===== src/rtl/bp_me_dma_initiator.sv =====
// Block-level DMA initiator: accepts one cache-block request at a time, issues a
// DMA packet, then streams the block out (write) or gathers it in (read) one
// fill beat at a time, and returns a block response.
//
// Ports:
//   clk_i, reset_n_i                 clock, async active-low reset
//   req_*                            block request (ready-and handshake)
//   resp_*                           block response (ready-and handshake)
//   dma_pkt_o/_v_o/_yumi_i           {write_not_read, aligned addr} command
//   dma_data_o/_v_o/_yumi_i          outgoing write beats
//   dma_data_i/_v_i/_ready_and_o     incoming read beats
module bp_me_dma_initiator #(
    parameter int unsigned addr_width_p  = 28,
    parameter int unsigned fill_width_p  = 64,
    parameter int unsigned block_width_p = 512
) (
    input  logic                     clk_i,
    input  logic                     reset_n_i,

    input  logic                     req_v_i,
    output logic                     req_ready_and_o,
    input  logic                     req_write_i,
    input  logic [addr_width_p-1:0]  req_addr_i,
    input  logic [block_width_p-1:0] req_data_i,

    output logic                     resp_v_o,
    input  logic                     resp_ready_and_i,
    output logic                     resp_write_o,
    output logic [addr_width_p-1:0]  resp_addr_o,
    output logic [block_width_p-1:0] resp_data_o,

    output logic [addr_width_p:0]    dma_pkt_o,
    output logic                     dma_pkt_v_o,
    input  logic                     dma_pkt_yumi_i,

    output logic [fill_width_p-1:0]  dma_data_o,
    output logic                     dma_data_v_o,
    input  logic                     dma_data_yumi_i,

    input  logic [fill_width_p-1:0]  dma_data_i,
    input  logic                     dma_data_v_i,
    output logic                     dma_data_ready_and_o
);

    localparam int unsigned fills_lp        = block_width_p / fill_width_p;
    localparam int unsigned cnt_width_lp    = (fills_lp > 1) ? $clog2(fills_lp) : 1;
    localparam int unsigned offset_width_lp = $clog2(block_width_p / 8);
    localparam logic [cnt_width_lp-1:0] last_cnt_lp  = cnt_width_lp'(fills_lp - 1);
    localparam logic [addr_width_p-1:0] addr_mask_lp = {addr_width_p{1'b1}} << offset_width_lp;

    typedef enum logic [2:0] {
        e_ready,
        e_send_pkt,
        e_write_data,
        e_read_data,
        e_resp
    } state_e;

    state_e                    state_r;
    logic [cnt_width_lp-1:0]   cnt_r;
    logic                      write_r;
    logic [addr_width_p-1:0]   addr_r;
    logic [block_width_p-1:0]  data_r;
    logic                      cnt_last;

    assign cnt_last = (cnt_r == last_cnt_lp);

    // Control FSM; the counter holds at the last beat instead of wrapping.
    always_ff @(posedge clk_i or negedge reset_n_i) begin
        if (!reset_n_i) begin
            state_r <= e_ready;
            cnt_r   <= '0;
        end else begin
            unique case (state_r)
                e_ready: begin
                    if (req_v_i) begin
                        state_r <= e_send_pkt;
                    end
                end
                e_send_pkt: begin
                    if (dma_pkt_yumi_i) begin
                        cnt_r   <= '0;
                        state_r <= write_r ? e_write_data : e_read_data;
                    end
                end
                e_write_data: begin
                    if (dma_data_yumi_i) begin
                        if (cnt_last) begin
                            state_r <= e_resp;
                        end else begin
                            cnt_r <= cnt_r + 1'b1;
                        end
                    end
                end
                e_read_data: begin
                    if (dma_data_v_i) begin
                        if (cnt_last) begin
                            state_r <= e_resp;
                        end else begin
                            cnt_r <= cnt_r + 1'b1;
                        end
                    end
                end
                e_resp: begin
                    if (resp_ready_and_i) begin
                        state_r <= e_ready;
                    end
                end
                default: state_r <= e_ready;
            endcase
        end
    end

    // Request capture and read-beat assembly; payload registers need no reset.
    always_ff @(posedge clk_i) begin
        if (req_ready_and_o && req_v_i) begin
            write_r <= req_write_i;
            addr_r  <= req_addr_i & addr_mask_lp;
            data_r  <= req_data_i;
        end else if ((state_r == e_read_data) && dma_data_v_i) begin
            data_r[cnt_r*fill_width_p +: fill_width_p] <= dma_data_i;
        end
    end

    // Handshakes decode straight from the state flop; ready is gated by reset.
    assign req_ready_and_o      = reset_n_i && (state_r == e_ready);
    assign dma_pkt_v_o          = (state_r == e_send_pkt);
    assign dma_pkt_o            = {write_r, addr_r};
    assign dma_data_v_o         = (state_r == e_write_data);
    assign dma_data_o           = data_r[cnt_r*fill_width_p +: fill_width_p];
    assign dma_data_ready_and_o = (state_r == e_read_data);
    assign resp_v_o             = (state_r == e_resp);
    assign resp_write_o         = write_r;
    assign resp_addr_o          = addr_r;
    assign resp_data_o          = data_r;

`ifndef SYNTHESIS
    // A consume strobe without a matching valid is a protocol slip upstream.
    always_ff @(posedge clk_i) begin
        if (reset_n_i) begin
            assert (!dma_pkt_yumi_i || dma_pkt_v_o)
                else $warning("dma_pkt_yumi_i seen while dma_pkt_v_o low; ignored");
            assert (!dma_data_yumi_i || dma_data_v_o)
                else $warning("dma_data_yumi_i seen while dma_data_v_o low; ignored");
        end
    end
`endif

endmodule


===== config.mk =====
export PLATFORM = sky130hd
export DESIGN_NAME = bp_me_dma_initiator
export DESIGN_NICKNAME = d
export VERILOG_FILES = /design/src/rtl/bp_me_dma_initiator.sv
export SDC_FILE = /design/constraint.sdc
export NUM_CORES = 1
export LEC_CHECK = 0
export BUFFER_PORTS_ARGS = -buffer_cell sky130_fd_sc_hd__buf_2
export CORE_AREA = 2 2 490 492
export DETAILED_ROUTE_END_ITERATION = 16
export DIE_AREA = 0 0 492 494
export RECOVER_POWER = 25
export SYNTH_ARGS = -nofsm -noshare
export SYNTH_HDL_FRONTEND = slang
export SYNTH_SLANG_ARGS = --single-unit
export TNS_END_PERCENT = 1

===== constraint.sdc =====
create_clock -name clk_i -period 12.4 [get_ports clk_i]
set_input_delay 0.62 -clock clk_i [delete_from_list [all_inputs] [get_ports clk_i]]
set_output_delay 0.62 -clock clk_i [all_outputs]
set_load 0.005 [all_outputs]

==> flow_summary.json <==
{
  "num_rows": 179,
  "nets": 4145,
  "status": "complete, but fails checks",
  "insertion_delay_ps": 710,
  "cp_slowest_stage_delay_ps": 1990,
  "worstHoldPathType": "input pin to flop",
  "initial_utilization_pct": 12.2,
  "layout_common_cells": "buf_2 (902), edfxtp_1 (535), nand3_1 (451), o31ai_1 (385), clkbuf_1 (344)",
  "drt-wirelength-per-cell_um": 37.8,
  "ios": 1251,
  "cts_tree": "built",
  "clock-sinks": 541,
  "die_h_um": 494,
  "worst_pin_slew_ps": 2860,
  "drt_pass1_iterations": 6,
  "cts_max_level": 3,
  "clockBufferDepth": 3,
  "crit_fanout": 38,
  "p_sw_share_pct": 47.9,
  "grt.overflow.total": 0,
  "wl_um": 257000,
  "finalSetupViolations": 0,
  "slew_violations": 30,
  "period_share_pct": 43.6,
  "cp-end-kind": "output pin",
  "comb_power_share_pct": 47.7,
  "synth-seq-area-share_pct": 55.8,
  "grt_max_degree": 162,
  "place.port_buffers": 1232,
  "drtIter0Drc": 4302,
  "worstSetupPathType": "flop to output pin",
  "grt_pass1_wl_um": 319000,
  "numCtsBuffers": 71,
  "multi_input_area_mm2": 0.0115,
  "p_seq_share_pct": 29.0,
  "cap_violations": 1,
  "cp_common_cell": "nand2_1",
  "layout-area-overhead-vs-synth_pct": 39.3,
  "die_area_mm2": 0.243,
  "yosys_warnings": 0,
  "antenna_found_initial": 122,
  "p_leak_uw": 0.0141,
  "internal-power_uw": 4770,
  "hold-path-cell-count": 1,
  "grt_setup_unrepaired": "false",
  "dp.cells": 6617,
  "gp_congestion": 0.930,
  "die_w_um": 492,
  "root_buffer": "clkbuf_16",
  "netlist_instances": 2466,
  "post-dp-hpwl_um": 206000,
  "ys_seq_elements": 541,
  "mostFrequentLayoutCell": "buf_2",
  "route.detailed.drc": 0,
  "fin_skew_ps": 24.5,
  "worstPathCellList": "clkbuf_1 -> buf_4 -> nand2_1 -> nand2_1 -> buf_2",
  "irDropWorstVdd_mv": 0.206,
  "power.share.clock_pct": 23.4,
  "cp.required_ps": 11780,
  "clock.fmax_mhz": 185,
  "post_cts_resized": 0,
  "syn_avg_cell_area_um2": 11.8,
  "setup-tns-final_ps": 0,
  "fin_cells": 6795,
  "p_sw_uw": 4380,
  "cellPowerDensity_mw_per_mm2": 226,
  "track_usage_pct": 20.2,
  "fin_crit_ps": 5410,
  "grt_pass1_vias": 28700,
  "syn-cell-area_mm2": 0.0290,
  "relSlewSlack_pct": -90.5,
  "cp.arrival_ps": 4790,
  "reg2reg_depth": 7,
  "core_mm2": 0.237,
  "ys_types": 37,
  "via_count": 30400,
  "finalHoldViolations": 0,
  "drive_gt1_share_pct": 33.9,
  "vias_per_cell": 4.48,
  "ant_nets": 0,
  "cpMaxStageDelayCell": "clkbuf_1",
  "startpoint_type": "flop",
  "clkTransAtPathRegs_ps": 60,
  "violations": "max-capacitance violations, max-slew violations",
  "seq_area_mm2": 0.0162,
  "filler_cell_count": 26600
}
==> cells by family after synthesis <==
| group | after synthesis | synth area share [%] |
|---|---|---|
| buffers and inverters | 330 | 5.30 |
| multiplexers | 132 | 10.1 |
| AND/OR/NAND/NOR | 934 | 15.4 |
| AO/OA/AOI/OAI | 523 | 13.2 |
| adder cells (fa/ha/maj) | 5 | 0.215 |
| other | 1 | 0.0129 |
| flip-flops | 541 | 55.8 |
==> sequential cells by signal, summed over array words and instances, names as in the netlist <==
| name | cells |
|---|---|
| cnt_r | 3 |
| resp_data_o | 512 |
| resp_write_o | 1 |
| state_r | 3 |
| resp_addr_o | 22 |
==> area by class of cell <==
class | count | area share (%)
Multi-Input combinational cell | 1606 | 28.4
Tap cell | 3167 | 9.79
Sequential cell | 541 | 40.1
Clock buffer | 86 | 4.53
Timing Repair Buffer | 1299 | 15.7
Clock inverter | 39 | 1.08
Antenna cell | 48 | 0.297
Inverter | 9 | 0.114
==> cells in the mapped netlist <==
master     number  area (µm²)
mux2i_1         4        40.0
nor4b_2         1        15.0
ha_1            5        62.6
nor4bb_1        1        10.0
o21ai_0         3        15.0
and4b_1         1        10.0
or2_1           2        12.5
nor2_1          4        15.0
nand4_1         2        12.5
nor2b_1         2        12.5
inv_1           4        15.0
o31ai_1       385        2890
nand2b_1       68         425
inv_2           5        18.8
clkbuf_2        1        5.00
nand3b_1        1        7.51
mux4_2        128        2880
a31o_1         64         561
a21o_1          1        7.51
a21oi_1         1        5.00
dfrtp_1         6         150
buf_1           3        11.3
buf_2          77         385
or3_1           1        6.26
nand2_2         1        6.26
nand4bb_1       1        11.3
nand2_1       329        1230
conb_1          1        3.75
clkbuf_1      193         724
and3_1         65         407
buf_6           7        78.8
nand3_1       451        2260
nor4_4          1        21.3
edfxtp_1      535       16100
nor3_1          3        15.0
o21ai_1        69         345
buf_4          40         300
==> power by group through the flow <==
stage / clock network, µW / logic (µW) / registers (µW)
2_1_floorplan: 0 / 1910 / 2590
5_1_grt: 2220 / 4500 / 2670
3_5_place_dp: 0 / 4340 / 2680
4_1_cts: 2180 / 4350 / 2640
6_report: 2140 / 4360 / 2650
3_3_place_gp: 0 / 4340 / 2670
==> worst paths after layout <==
path | start | end | slack (ps)
max | cnt_r[1]$_DFFE_PN0P_ | dma_data_o[11] | 6990
min | req_addr_i[11] | resp_addr_o[11]$_DFFE_PP_ | 110
max reg2reg | state_r[0]$_DFFE_PN0P_ | resp_data_o[281]$_DFFE_PP_ | 7520
min reg2reg | state_r[2]$_DFFE_PN0P_ | state_r[0]$_DFFE_PN0P_ | 620
max in group asynchronous | reset_n_i | cnt_r[0]$_DFFE_PN0P_ | 11640
min in group asynchronous | reset_n_i | cnt_r[2]$_DFFE_PN0P_ | 400
==> repair_timing <==
item / CTS / global route
endpoints found under the hold margin: 10 / 0
buffers inserted: 0 / 0
hold buffers: 5 / 0
==> worst max-delay path: cells and delay by family (launching register included) <==
kind,cells,cell delay [ps]
DFF,1,460
and+or+nand+nor,2,470
buffers and inverters,3,3100
==> metrics by stage <==
stage          hold WS [ps]  utilization [%]  total power (µW)  instance area (µm²)  setup slack (ps)
2_1_floorplan           324                -              4500                29100              5600
3_3_place_gp            459             16.2              7000                38400              7400
3_5_place_dp            473             16.2              7020                38400              7270
4_1_cts               0.914             17.2              9170                40800              7030
5_1_grt                51.7             17.0              9390                40400              6910
6_report                106             17.0              9150                40500              6990
==> routing by layer <==
| metal | wire length (µm) | vias up | GRT usage [%] |
|---|---|---|---|
| met5 | 265 | - | 0 |
| met4 | 15600 | 40 | 10.5 |
| met3 | 39600 | 562 | 11.0 |
| met2 | 105000 | 2719 | 29.0 |
| met1 | 95900 | 15300 | 24.1 |
| li1 | - | 11800 | - |
Note: power is estimated with default switching activity, not from simulation.
